`config.mk`:
```
export PLATFORM = sky130hd
export DESIGN_NAME = ws2812_cfg_decoder
export DESIGN_NICKNAME = d
export VERILOG_FILES = /design/src/rtl/ws2812_cfg_decoder.sv
export SDC_FILE = /design/constraint.sdc
export NUM_CORES = 1
export LEC_CHECK = 0
export CAP_MARGIN = 10
export CORE_MARGIN = 1
export CORE_UTILIZATION = 45
export CTS_BUF_LIST = sky130_fd_sc_hd__clkbuf_2 sky130_fd_sc_hd__clkbuf_4 sky130_fd_sc_hd__clkbuf_8
export CTS_CLUSTER_SIZE = 40
export DETAILED_ROUTE_END_ITERATION = 7
export DONT_BUFFER_PORTS = 1
export GPL_TIMING_DRIVEN = 0
export HOLD_SLACK_MARGIN = 0.05
export PLACE_DENSITY = 0.62
export SLEW_MARGIN = 20
export SYNTH_ARGS = -nofsm -noshare
export SYNTH_HDL_FRONTEND = slang
export SYNTH_SLANG_ARGS = --single-unit
```
`constraint.sdc`:
```
create_clock -name clk -period 3.1 [get_ports clk]
set_input_delay 0.465 -clock clk [delete_from_list [all_inputs] [get_ports clk]]
set_output_delay 0.465 -clock clk [all_outputs]
set_load 0.03 [all_outputs]
```
`src/rtl/ws2812_cfg_decoder.sv`:
```
// Byte-stream configuration decoder for the WS2812 channel bank: opcode, channel, value frames.
// Optional mid-frame stall timeout is built only when WS2812_CFG_TIMEOUT_EN is defined.
module ws2812_cfg_decoder #(
  parameter int NUM_CH         = 4,
  parameter int VAL_BYTES      = 2,
  parameter int TIMEOUT_CYCLES = 1024,
  localparam int VAL_W         = 8 * VAL_BYTES
) (
  input  logic                    clk,
  input  logic                    reset,
  input  logic                    f_empty,
  input  logic [7:0]              fifo_read_data,
  output logic                    fifo_read_en,
  output logic [NUM_CH*VAL_W-1:0] data_length,
  output logic [NUM_CH*VAL_W-1:0] data_shift,
  output logic [NUM_CH*VAL_W-1:0] data_delay,
  output logic [NUM_CH*VAL_W-1:0] num_leds,
  output logic [NUM_CH*VAL_W-1:0] data_depth,
  output logic [NUM_CH-1:0]       write,
  output logic                    cfg_err,
  output logic                    busy
);

  // state   | meaning
  // S_REQ     | request a byte when the FIFO is not empty
  // S_WAIT    | read latency cycle
  // S_CAPTURE | store byte into opcode / channel / value field
  // S_COMMIT  | load assembled value into addressed register
  // S_DEPTH   | recompute depth, pulse write
  typedef enum logic [2:0] {S_REQ, S_WAIT, S_CAPTURE, S_COMMIT, S_DEPTH} state_t;

  localparam int         CH_W = (NUM_CH > 1) ? $clog2(NUM_CH) : 1;
  localparam logic [2:0] LAST = 3'(VAL_BYTES + 1);

  state_t           state, state_nxt;
  logic [2:0]       cnt;
  logic [2:0]       op;
  logic [7:0]       ch;
  logic [VAL_W-1:0] val;
  logic [CH_W-1:0]  ch_idx;
  logic             op_ok, ch_ok, timeout_hit;
  logic [VAL_W+7:0] val_sh;
  logic [VAL_W-1:0] cur_shift, cur_leds, depth_new;

  assign ch_idx = ch[CH_W-1:0];
  assign op_ok  = (fifo_read_data >= 8'h01) && (fifo_read_data <= 8'h04);
  assign ch_ok  = (ch < 8'(NUM_CH));
  assign val_sh = {val, fifo_read_data};

  assign fifo_read_en = !reset && (state == S_REQ) && !f_empty;

`ifdef WS2812_CFG_TIMEOUT_EN
  localparam int TO_W = $clog2(TIMEOUT_CYCLES + 1);
  logic [TO_W-1:0] stall;
  logic            stalling;

  assign stalling    = busy && (state == S_REQ) && f_empty;
  assign timeout_hit = stalling && (stall == '0);

  // Down-counter reloaded on every read; terminal count at zero drops the frame.
  always_ff @(posedge clk) begin
    if (reset || fifo_read_en || timeout_hit) stall <= TO_W'(TIMEOUT_CYCLES - 1);
    else if (stalling)                        stall <= stall - 1'b1;
  end
`else
  assign timeout_hit = 1'b0;
`endif

  always_ff @(posedge clk) begin
    if (reset) state <= S_REQ;
    else       state <= state_nxt;
  end

  always_comb begin
    state_nxt = state;
    case (state)
      S_REQ:     if (!timeout_hit && !f_empty) state_nxt = S_WAIT;
      S_WAIT:    state_nxt = S_CAPTURE;
      S_CAPTURE: begin
        state_nxt = S_REQ;
        if (cnt == LAST && ch_ok) state_nxt = S_COMMIT;
      end
      S_COMMIT:  state_nxt = S_DEPTH;
      S_DEPTH:   state_nxt = S_REQ;
      default:   state_nxt = S_REQ;
    endcase
  end

  always_comb begin
    cur_shift = data_shift[ch_idx*VAL_W +: VAL_W];
    cur_leds  = num_leds[ch_idx*VAL_W +: VAL_W];
    case (cur_shift)
      VAL_W'(1): depth_new = (cur_leds == '0) ? '0 : cur_leds - 1'b1;
      VAL_W'(2): depth_new = (cur_leds == '1) ? cur_leds : cur_leds + 1'b1;
      default:   depth_new = cur_leds;
    endcase
  end

  always_ff @(posedge clk) begin
    if (reset) begin
      cnt         <= '0;
      op          <= '0;
      ch          <= '0;
      val         <= '0;
      busy        <= 1'b0;
      cfg_err     <= 1'b0;
      write       <= '0;
      data_length <= '0;
      data_shift  <= '0;
      data_delay  <= '0;
      num_leds    <= '0;
      data_depth  <= '0;
    end else begin
      write   <= '0;
      cfg_err <= 1'b0;
      case (state)
        S_REQ: begin
          if (timeout_hit) begin
            cnt     <= '0;
            busy    <= 1'b0;
            cfg_err <= 1'b1;
          end
        end
        S_CAPTURE: begin
          if (cnt == 3'd0) begin
            if (op_ok) begin
              op   <= fifo_read_data[2:0];
              busy <= 1'b1;
              cnt  <= 3'd1;
            end else begin
              cfg_err <= 1'b1;
            end
          end else if (cnt == 3'd1) begin
            ch  <= fifo_read_data;
            cnt <= 3'd2;
          end else begin
            val <= val_sh[VAL_W-1:0];
            if (cnt == LAST) begin
              cnt <= '0;
              // Out-of-range channel: frame fully consumed, then dropped.
              if (!ch_ok) begin
                cfg_err <= 1'b1;
                busy    <= 1'b0;
              end
            end else begin
              cnt <= cnt + 3'd1;
            end
          end
        end
        S_COMMIT: begin
          busy <= 1'b0;
          case (op)
            3'd1:    data_length[ch_idx*VAL_W +: VAL_W] <= val;
            3'd2:    data_shift[ch_idx*VAL_W +: VAL_W]  <= val;
            3'd3:    data_delay[ch_idx*VAL_W +: VAL_W]  <= val;
            default: num_leds[ch_idx*VAL_W +: VAL_W]    <= val;
          endcase
        end
        S_DEPTH: begin
          write[ch_idx] <= 1'b1;
          if (op == 3'd2 || op == 3'd4) data_depth[ch_idx*VAL_W +: VAL_W] <= depth_new;
        end
        default: ;
      endcase
    end
  end

endmodule

```
==> impl_metrics.py <==
metrics = {
    "status": {
        "outcome": "complete, but fails checks",
        "violations": "negative setup slack",
    },
    "worst_hold_path": {
        "holdCritPathClass": "in2reg",
    },
    "detailed_routing": {
        "avgRoutedWirePerCell_um": 23.7,
        "ant_nets": 0,
        "dr.pass1.iters": 8,
        "drt_iter0_drc": 1284,
        "wirelength_mm": 58.9,
        "vias": 14600,
        "viasPerCell": 5.85,
        "drc": 0,
    },
    "finish": {
        "drive_gt1_share_pct": 17.2,
        "fillCellCount": 2997,
        "seqCellArea_um2": 7200,
        "multi_input_area_um2": 7640,
        "area_growth_pct": 24.2,
        "diodes": 0,
        "final_common_cell": "nor2_1",
        "fin_nets": 2026,
        "mostFrequentLayoutCells": "421 x nor2_1, 351 x dfxtp_1, 281 x a21oi_1",
    },
    "floorplanning": {
        "dieArea_um2": 33400,
        "core_area_um2": 31900,
        "initial_utilization_pct": 46.1,
        "rows": 65,
        "die_x_um": 183,
        "ios": 338,
        "die_y_um": 183,
    },
    "sta": {
        "setup_viol": 34,
        "fmax_ghz": 0.312,
        "rsz0062_at_grt": "true",
        "finalHoldViolations": 0,
        "slew_headroom_pct": 31.6,
        "fin_crit_sh_pct": 103,
        "drv_slew": 0,
        "fin_skew_ns": 0.0473,
        "worst_pin_slew_ns": 1.02,
        "min_period_ns": 3.20,
        "setup_tns_ns": -1.65,
        "layout_setup_ws_ns": -0.104,
    },
    "placed_design": {
        "port_buffers": 0,
        "routabilityCongestion": 1.01,
        "place_hpwl_mm": 42.2,
    },
    "power_and_ir_drop": {
        "clkPwrFrac_pct": 48.3,
        "p_seq_share_pct": 50.3,
        "switching_share_pct": 22.9,
        "p_leak_nw": 6.39,
        "power.total_mw": 9.19,
        "cellPowerDensity_nw_per_um2": 503,
        "p_int_mw": 7.09,
        "power.switching_mw": 2.10,
        "ir_drop_v": 0.000347,
        "combPwrFrac_pct": 1.5,
    },
    "yosys": {
        "synth_area_um2": 14700,
        "syn-num-nets": 1878,
        "synth-seq-area-share_pct": 48.9,
        "synth_area_per_cell_um2": 7.91,
        "yosysUniqueCellTypes": 75,
        "ys_ff_latch": 359,
        "synth_ff_type": "dfxtp_1",
        "synth_edf_count": 0,
        "synthArstFlopShare_pct": 0,
        "syn_inst": 1857,
        "synth_warnings": 0,
    },
    "run": {
        "drv_cap": 0,
    },
    "cts": {
        "ctsHtreeMaxLevel": 2,
        "cts_buffers": 58,
        "clkTransAtPathRegs_ns": 0.06,
        "cts_tree": "built",
        "clk_path_buf_depth": 3,
        "clockRootBuffer": "clkbuf_8",
        "cts_sinks": 359,
        "clk_latency_ns": 0.65,
    },
    "setup_path": {
        "crit_top_cell": "buf_12",
        "crit_chain": "buf_12 -> buf_12 -> buf_12 -> mux4_2 -> inv_2 -> ha_4 -> or4b_4 -> nor3_4 -> a21bo_2 -> a211oi_2 -> a211o_1 -> a22o_1",
        "crit_arrival_ns": 3.72,
        "path_class": "reg2reg",
        "cp_top_family": "compound AO/OA/AOI/OAI gates",
        "critPathCaptureType": "register",
        "crit_path_top_delay_cell": "mux4_2",
        "worst-path-max-fanout": 4,
        "start_kind": "register",
        "worst-path-buf-inv": 4,
        "slowest_delay_ns": 0.60,
        "cp.required_ns": 3.62,
    },
    "grt": {
        "grt-ovfl-total": 0,
        "first_global_vias": 13700,
        "grt_use_total_pct": 34.3,
        "grt_pass1_wl_mm": 85.8,
        "grt_max_degree": 17,
        "antenna_found_initial": 0,
    },
}
## per-stage QoR
step           utilization [%]  instance area, µm²  hold slack (ns)  instances  worst slack, ns
6_report                  57.3               18300            0.124       2487           -0.104
5_1_grt                   57.3               18300            0.109       2487           -0.152
4_1_cts                   55.7               17800            0.104       2468           -0.175
3_5_place_dp              48.0               15300            0.487       2293            -1.03
3_3_place_gp              47.9               15300            0.472       2292            -1.29
2_1_floorplan                -               14700            0.447       1857          0.00528
## cell usage after synthesis (all sizes together), types with 3 or more instances
library cell	n	area share, %
o31ai	3	0.15
or2	5	0.21
a2111oi	3	0.22
nor2b	7	0.30
mux4	18	2.8
and3b	4	0.24
nor3	21	0.79
inv	14	0.36
a22o	8	0.48
a21oi	286	9.7
dfxtp	359	49
buf	14	0.66
mux2i	12	0.82
nor3b	6	0.31
o2bb2ai	5	0.30
o311ai	3	0.18
and2	10	0.43
nor4	13	0.64
clkbuf	127	3.2
nor4b	5	0.38
a211oi	7	0.43
and3	7	0.30
nand2	248	6.3
nand3	82	2.8
or3	9	0.38
nand4	9	0.38
o21ai	61	2.1
nor2	433	11
xnor2	7	0.42
ha	10	0.85
or4b	3	0.23
nand2b	5	0.21
o41ai	8	0.48
a221oi	7	0.67
o211ai	3	0.15
o221ai	4	0.24
or4	7	0.41
## flip-flops by register name (all words and copies together) (netlist names)
| signal | cells |
|---|---|
| state | 3 |
| write | 4 |
| cfg_err | 1 |
| val | 16 |
| data_length | 64 |
| data_depth | 64 |
| op | 3 |
| cnt | 3 |
| data_delay | 64 |
| num_leds | 64 |
| data_shift | 64 |
| busy | 1 |
| ch | 8 |
## worst paths after layout
| kind | from | to | slack (ns) | cells after the start |
|---|---|---|---|---|
| worst min-delay path | f_empty | state[0]$_SDFFE_PP0P_ | 0.12 | 2 |
| worst max register to register | ch[0]$_SDFFE_PP0P_ | data_depth[58]$_SDFFE_PP0P_ | -0.10 | 12 |
| worst min register to register | ch[3]$_SDFFE_PP0P_ | ch[3]$_SDFFE_PP0P_ | 0.50 | 2 |
| worst max-delay path | ch[0]$_SDFFE_PP0P_ | data_depth[58]$_SDFFE_PP0P_ | -0.10 | 12 |
## layer usage
layer	part of all wire (%)	GRT usage, %
met3	14	15.0
met5	0	0
met4	5.4	17.3
met2	44	53.5
met1	37	39.9
## power groups by stage
stage,registers (mW),clock network (mW),logic (mW)
after global routing,4.61,4.72,0.143
after CTS,4.62,4.47,0.131
after global placement,4.72,0,0.117
after floorplan,4.72,0,0.0744
final,4.62,4.44,0.134
after detailed placement,4.72,0,0.119
## repair_timing
item | CTS | global route
resized for setup | 125 | 103
setup endpoints to repair | 299 | 245
pin swaps | 38 | 48
hold buffers | 8 | 0
endpoints found under the hold margin | 19 | 0
cloned | 3 | 2
setup buffers | 58 | 22
## cell families after synthesis
group | synth area share [%]
and+or+nand+nor | 25.8
AOI/OAI and AO/OA | 16.1
DFF | 48.9
buffers and inverters | 4.27
muxes | 3.68
adders and majority gates | 0.851
xor gates and xnor gates | 0.417
## area by class of cell
type,count,share of cell area (%)
multi-input cells,1344,41.8
flip-flops and latches,359,39.4
clock buffers,90,6.27
repair buffers,91,4.89
plain buffers,137,3.56
well taps,435,2.98
clock inverters,17,0.713
inverters,14,0.288
No activity file was read; power rests on OpenSTA's default activity.
